`src/rtl/eco32f_dbus_ctrl.sv`:
```
// eco32f data-bus engine: posted write buffer, critical-word-first wrapping refills, uncached reads.
// Optional ECO32F_DBUS_RETRY_EN: rty_i backs off one cycle and reissues the beat instead of erroring.
module eco32f_dbus_ctrl #(
  parameter int WBUF_DEPTH_LOG2 = 2,
  parameter int LINE_WORDS_LOG2 = 3
) (
  input  logic        clk,
  input  logic        rst,
  input  logic        req_valid,
  output logic        req_ready,
  input  logic [1:0]  req_type,
  input  logic [31:0] req_addr,
  input  logic [3:0]  req_sel,
  input  logic [31:0] req_wdata,
  output logic        rsp_valid,
  output logic [31:0] rsp_addr,
  output logic [31:0] rsp_data,
  output logic        rsp_last,
  output logic        rsp_err,
  output logic        wbuf_empty,
  output logic        wbuf_err,
  output logic [31:0] dwbm_adr_o,
  output logic [31:0] dwbm_dat_o,
  output logic [3:0]  dwbm_sel_o,
  output logic        dwbm_we_o,
  output logic        dwbm_stb_o,
  output logic        dwbm_cyc_o,
  output logic [2:0]  dwbm_cti_o,
  output logic [1:0]  dwbm_bte_o,
  input  logic        dwbm_ack_i,
  input  logic        dwbm_err_i,
  input  logic        dwbm_rty_i,
  input  logic [31:0] dwbm_dat_i
);

  localparam int WBUF_DEPTH = 1 << WBUF_DEPTH_LOG2;
  localparam logic [WBUF_DEPTH_LOG2:0]   WBUF_FULL = {1'b1, {WBUF_DEPTH_LOG2{1'b0}}};
  localparam logic [WBUF_DEPTH_LOG2:0]   CNT_ONE   = {{WBUF_DEPTH_LOG2{1'b0}}, 1'b1};
  localparam logic [WBUF_DEPTH_LOG2-1:0] PTR_ONE   = {{(WBUF_DEPTH_LOG2-1){1'b0}}, 1'b1};
  localparam logic [LINE_WORDS_LOG2-1:0] BEAT_ONE  = {{(LINE_WORDS_LOG2-1){1'b0}}, 1'b1};
  localparam logic [1:0] REFILL_BTE = (LINE_WORDS_LOG2 == 2) ? 2'b01 :
                                      (LINE_WORDS_LOG2 == 3) ? 2'b10 : 2'b11;
  localparam logic [2:0] CTI_INCR = 3'b010;
  localparam logic [2:0] CTI_END  = 3'b111;
  localparam logic [1:0] REQ_UNCACHED = 2'd0;
  localparam logic [1:0] REQ_REFILL   = 2'd1;
  localparam logic [1:0] REQ_WRITE    = 2'd2;

  typedef enum logic [1:0] {IDLE, WRITE, READ, REFILL} state_t;

  state_t state;

  // Posted write buffer; the head entry stays resident until its bus cycle terminates.
  logic [31:0] wb_adr [WBUF_DEPTH];
  logic [31:0] wb_dat [WBUF_DEPTH];
  logic [3:0]  wb_sel [WBUF_DEPTH];
  logic [WBUF_DEPTH_LOG2-1:0] wr_ptr;
  logic [WBUF_DEPTH_LOG2-1:0] rd_ptr;
  logic [WBUF_DEPTH_LOG2:0]   wb_cnt;
  logic wb_full;
  logic push;
  logic pop;

  logic [LINE_WORDS_LOG2-1:0] beat_cnt;
  logic [LINE_WORDS_LOG2-1:0] line_word;
  logic [LINE_WORDS_LOG2-1:0] line_word_nxt;

  logic bus_act;
  logic bus_ack;
  logic bus_err;
  logic bus_rty;

  assign bus_act = dwbm_cyc_o & dwbm_stb_o;

`ifdef ECO32F_DBUS_RETRY_EN
  assign bus_err = bus_act & dwbm_err_i;
  assign bus_rty = bus_act & dwbm_rty_i & ~dwbm_err_i;
`else
  assign bus_err = bus_act & (dwbm_err_i | dwbm_rty_i);
  assign bus_rty = 1'b0;
`endif

  assign bus_ack = bus_act & dwbm_ack_i & ~bus_err & ~bus_rty;

  assign wbuf_empty = (wb_cnt == '0);
  assign wb_full    = (wb_cnt == WBUF_FULL);
  assign push       = req_valid & req_ready & (req_type == REQ_WRITE);
  assign pop        = (state == WRITE) & (bus_ack | bus_err);

  assign line_word     = dwbm_adr_o[LINE_WORDS_LOG2+1:2];
  assign line_word_nxt = line_word + BEAT_ONE;

  // Reads wait for an empty buffer so they can never overtake a posted write.
  always_comb begin
    req_ready = 1'b1;
    case (req_type)
      REQ_WRITE:               req_ready = ~wb_full;
      REQ_UNCACHED, REQ_REFILL: req_ready = (state == IDLE) & wbuf_empty;
      default:                 req_ready = 1'b1;
    endcase
  end

  always_ff @(posedge clk) begin
    if (push) begin
      wb_adr[wr_ptr] <= req_addr;
      wb_dat[wr_ptr] <= req_wdata;
      wb_sel[wr_ptr] <= req_sel;
    end
  end

  always_ff @(posedge clk) begin
    if (rst) begin
      wr_ptr <= '0;
      rd_ptr <= '0;
      wb_cnt <= '0;
    end else begin
      if (push) wr_ptr <= wr_ptr + PTR_ONE;
      if (pop)  rd_ptr <= rd_ptr + PTR_ONE;
      case ({push, pop})
        2'b10:   wb_cnt <= wb_cnt + CNT_ONE;
        2'b01:   wb_cnt <= wb_cnt - CNT_ONE;
        default: wb_cnt <= wb_cnt;
      endcase
    end
  end

  always_ff @(posedge clk) begin
    if (rst) begin
      state      <= IDLE;
      dwbm_adr_o <= '0;
      dwbm_dat_o <= '0;
      dwbm_sel_o <= '0;
      dwbm_we_o  <= 1'b0;
      dwbm_stb_o <= 1'b0;
      dwbm_cyc_o <= 1'b0;
      dwbm_cti_o <= '0;
      dwbm_bte_o <= '0;
      rsp_valid  <= 1'b0;
      rsp_addr   <= '0;
      rsp_data   <= '0;
      rsp_last   <= 1'b0;
      rsp_err    <= 1'b0;
      wbuf_err   <= 1'b0;
      beat_cnt   <= '0;
    end else begin
      rsp_valid <= 1'b0;
      rsp_last  <= 1'b0;
      rsp_err   <= 1'b0;
      wbuf_err  <= 1'b0;
      case (state)
        IDLE: begin
          if (!wbuf_empty) begin
            dwbm_adr_o <= wb_adr[rd_ptr];
            dwbm_dat_o <= wb_dat[rd_ptr];
            dwbm_sel_o <= wb_sel[rd_ptr];
            dwbm_we_o  <= 1'b1;
            dwbm_stb_o <= 1'b1;
            dwbm_cyc_o <= 1'b1;
            dwbm_cti_o <= CTI_END;
            dwbm_bte_o <= 2'b00;
            state      <= WRITE;
          end else if (req_valid && req_ready &&
                       (req_type == REQ_UNCACHED || req_type == REQ_REFILL)) begin
            dwbm_adr_o <= {req_addr[31:2], 2'b00};
            dwbm_sel_o <= 4'b1111;
            dwbm_we_o  <= 1'b0;
            dwbm_stb_o <= 1'b1;
            dwbm_cyc_o <= 1'b1;
            if (req_type == REQ_REFILL) begin
              dwbm_cti_o <= CTI_INCR;
              dwbm_bte_o <= REFILL_BTE;
              beat_cnt   <= '1;
              state      <= REFILL;
            end else begin
              dwbm_cti_o <= CTI_END;
              dwbm_bte_o <= 2'b00;
              state      <= READ;
            end
          end
        end

        // Every termination (including retry) returns to IDLE, which reissues the head entry.
        WRITE: begin
          if (bus_ack || bus_err || bus_rty) begin
            dwbm_stb_o <= 1'b0;
            dwbm_cyc_o <= 1'b0;
            dwbm_we_o  <= 1'b0;
            wbuf_err   <= bus_err;
            state      <= IDLE;
          end
        end

        READ: begin
          if (!dwbm_stb_o) begin
            dwbm_stb_o <= 1'b1;
            dwbm_cyc_o <= 1'b1;
          end else if (bus_ack || bus_err) begin
            dwbm_stb_o <= 1'b0;
            dwbm_cyc_o <= 1'b0;
            rsp_valid  <= 1'b1;
            rsp_last   <= 1'b1;
            rsp_err    <= bus_err;
            rsp_addr   <= dwbm_adr_o;
            rsp_data   <= dwbm_dat_i;
            state      <= IDLE;
          end else if (bus_rty) begin
            dwbm_stb_o <= 1'b0;
            dwbm_cyc_o <= 1'b0;
          end
        end

        REFILL: begin
          if (!dwbm_stb_o) begin
            dwbm_stb_o <= 1'b1;
            dwbm_cyc_o <= 1'b1;
          end else if (bus_err) begin
            dwbm_stb_o <= 1'b0;
            dwbm_cyc_o <= 1'b0;
            rsp_valid  <= 1'b1;
            rsp_last   <= 1'b1;
            rsp_err    <= 1'b1;
            rsp_addr   <= dwbm_adr_o;
            rsp_data   <= dwbm_dat_i;
            state      <= IDLE;
          end else if (bus_ack) begin
            rsp_valid <= 1'b1;
            rsp_addr  <= dwbm_adr_o;
            rsp_data  <= dwbm_dat_i;
            if (beat_cnt == '0) begin
              rsp_last   <= 1'b1;
              dwbm_stb_o <= 1'b0;
              dwbm_cyc_o <= 1'b0;
              state      <= IDLE;
            end else begin
              beat_cnt   <= beat_cnt - BEAT_ONE;
              dwbm_adr_o <= {dwbm_adr_o[31:LINE_WORDS_LOG2+2], line_word_nxt, 2'b00};
              if (beat_cnt == BEAT_ONE) dwbm_cti_o <= CTI_END;
            end
          end else if (bus_rty) begin
            dwbm_stb_o <= 1'b0;
            dwbm_cyc_o <= 1'b0;
          end
        end

        default: state <= IDLE;
      endcase
    end
  end

endmodule

```
`config.mk`:
```
export PLATFORM = sky130hd
export DESIGN_NAME = eco32f_dbus_ctrl
export DESIGN_NICKNAME = d
export VERILOG_FILES = /design/src/rtl/eco32f_dbus_ctrl.sv
export SDC_FILE = /design/constraint.sdc
export NUM_CORES = 1
export LEC_CHECK = 0
export BUFFER_PORTS_ARGS = -buffer_cell sky130_fd_sc_hd__buf_2
export CORE_MARGIN = 4
export CORE_UTILIZATION = 55
export DETAILED_ROUTE_END_ITERATION = 10
export HOLD_SLACK_MARGIN = 0.1
export PLACE_DENSITY = 0.81
export SLEW_MARGIN = 20
export SYNTH_ARGS = -nofsm -noshare
export SYNTH_HDL_FRONTEND = slang
export SYNTH_SLANG_ARGS = --single-unit
```
`constraint.sdc`:
```
create_clock -name clk -period 4.15 [get_ports clk]
set_input_delay 0.6225 -clock clk [delete_from_list [all_inputs] [get_ports clk]]
set_output_delay 0.6225 -clock clk [all_outputs]
set_load 0.005 [all_outputs]
```
==> results.ini <==
[cells_and_area]
mostFrequentLayoutCell = edfxtp_1
syn_to_final_growth_pct = 18.0
mostFrequentLayoutCells = edfxtp_1, nand2_1, buf_2, dfxtp_1, a21oi_1
drive_above_1_share_pct = 29.4
seqCellArea_mm2 = 0.0113
utilization_pct = 65.8
multiInputGateArea_mm2 = 0.00441
nNetsFinal = 1486
fillers = 1971

[sta]
worst_pin_slew_ns = 1.07
slew_viol_final = 0
rsz0062_at_grt = no
timing.final.ws_setup_ns = 1.11
setup-tns-final_ns = 0
setup_violations = 0
clock.fmax_ghz = 0.329
relSlewSlack_pct = 28.5
finalClockSkew_ns = 0.0252
period_minus_slack_ns = 3.04
finalHoldViolCount = 0
post-route-period-util_pct = 73.2

[setup_path]
crit_end = wbuf_empty
path_class = reg2out
worstSetupEndpointType = output pin
r2r_end = dwbm_adr_o[15]
critPathSlowestCell = or3_4
worstReg2RegStart = state[0]
setup.worst_path.start = wb_cnt[2]
crit_path_max_incr_delay_ns = 0.66
worstSetupStartpointType = register
path_cells = or3_4 -> inv_2 -> buf_4 -> buf_2
reg2reg_slack_ns = 1.38
cp_max_fo = 38
rr_worst_depth = 7
critPathArrivalTime_ns = 2.41
worstPathRequired_ns = 3.53

[clocking]
htreeDepth = 2
cts.path.max_buffers = 3
cts.sinks = 428
hold_buffers = 0
clock_latency_ns = 0.56
cts_tree = built
postCtsSetupRepairBufs = 0
cts_buffers = 41
path_clk_slew_ns = 0.06
root_buffer = clkbuf_16
cts_resized = 0

[die]
start_util_pct = 55.8
die_h_um = 179
io_pins = 254
chipWidth_um = 179
fp-row-count = 62
die_area_mm2 = 0.0320
coreArea_mm2 = 0.0288

[yosys]
synth_top_area_share_pct = 50.9
yosys.cell_types.count = 62
seq_area_frac_synth_pct = 70.4
yosys_most_used_dff = edfxtp_1
yosys-top-cells-area = edfxtp_1, dfxtp_1, mux4_2
synth_area_per_cell_um2 = 14.2
synthArstFlopShare_pct = 0
synth_warnings = 0
synth-edff-count = 272
netlist_area_mm2 = 0.0160
synth_nets = 1250
postSynthCellCount = 1127
synth-seq-cells = 428
netlist.top_cell.by_area = edfxtp_1

[route]
drt-total-wl_um = 38000
vias_per_cell = 5.77
drc_errors = 0
wire_per_inst_um = 21.3
drtIter0Drc = 949
postRouteAntennaNets = 0
num_vias = 10300
dr.pass1.iters = 5

[grt]
grt_overflow = 0
track_usage_pct = 23.4
antenna_found_initial = 4
grt_pass1_vias = 10100
grt_max_degree = 92
grt_pass1_wl_um = 57600

[job]
maxCapViolCount = 0

[placement]
place_worst_setup_slack_ns = 1.35
dp_hpwl_um = 23500
io_buffers = 252
place.gp.congestion = 0.877

[worst_hold_path]
min_path_type = in2reg
min_from = req_sel[2]

[outcome]
outcome = complete, no violations

[pwr]
p_leak_nw = 6.80
ir_drop_uv = 364
powerDensity_mw_per_mm2 = 518

[registers in the layout, summed over array words and instances, names as in the netlist, 3 cells and up, named ones only]
name	count
wb_cnt	3
wb_sel	16
wb_dat	128
wb_adr	128
beat_cnt	3
dwbm_sel_o	4
dwbm_adr_o	32
dwbm_dat_o	32
rsp_data	32
rsp_addr	32
[cells by family (layout without fill, tap and decap cells)]
group                    Yosys count  in the layout  share of synthesized area, %
multiplexers                      73             73                          9.85
flip-flops                       428            428                          70.4
AO/OA/AOI/OAI                    181            181                          7.19
other                              1              2                        0.0234
XOR/XNOR                           6              6                         0.327
AND/OR/NAND/NOR                  339            339                          8.64
buffers and inverters             84            353                          2.40
adder cells (fa/ha/maj)           15             15                          1.22
[report_power, final]
group	switching, W	internal (W)
combinational	0.000720	0.000464
clock	0.00157	0.00212
sequential	0.000192	0.00473
total	0.00249	0.00732
[worst max-delay path, delay by kind of cell (launching register included)]
| kind | cells | cell delay [ns] |
|---|---|---|
| flops | 1 | 0.40 |
| buf+inv | 3 | 0.78 |
| simple gates | 1 | 0.66 |
[final cells by class]
cell class,count,area share [%]
clock inverters,18,1.10
repair buffers,265,7.19
multi-input cells,615,23.3
well taps,384,2.54
clock buffers,58,6.02
diodes,1,0.0132
flip-flops and latches,428,59.6
inverters,12,0.238
[synth_stat cells, drive strengths merged (2+ instances only)]
master  instances
a211o           3
a211oi          2
a21oi         112
a311oi         29
and2            6
and3            2
buf            38
clkbuf         34
dfxtp         156
edfxtp        272
ha             14
inv            12
mux2i           5
mux4           68
nand2         253
nand2b          6
nand3           3
nand4           4
nor2           47
nor2b           2
nor3            6
nor4b           3
o21ai          12
o22ai           4
o311a           2
o31ai           3
or3             2
xnor2           4
xor2            2
[per-layer routing]
layer  track usage [%]  vias to the layer above  wire length, um
met3              5.10                       81             3310
met2              39.0                      499            19000
met1              31.5                     5054            14700
met4              6.43                        6              906
met5                 0                        -               44
li1                  -                     4629                -
[worst min-delay path by stage]
stage	endpoint	slack, ns	depth (start not counted)
3_5_place_dp	rsp_addr[8]	0.44	2
4_1_cts	wb_sel[1][0]	0.25	1
3_3_place_gp	rsp_data[21]	0.44	2
5_1_grt	wb_sel[2][0]	0.26	1
6_report	wb_sel[1][2]	0.27	1
2_1_floorplan	dwbm_dat_o[0]	0.45	2
[per-stage QoR]
step / hold WS [ns] / std cells / cell area [um^2] / total power, W
after global routing: 0.258 / 1781 / 18900 / 0.0102
after global placement: 0.438 / 1704 / 17600 / 0.00612
after detailed placement: 0.445 / 1704 / 17600 / 0.00618
final: 0.272 / 1781 / 18900 / 0.00981
after floorplan: 0.453 / 1127 / 16000 / 0.00566
after CTS: 0.254 / 1780 / 18900 / 0.00984
Note: power is estimated with default switching activity, not from simulation.
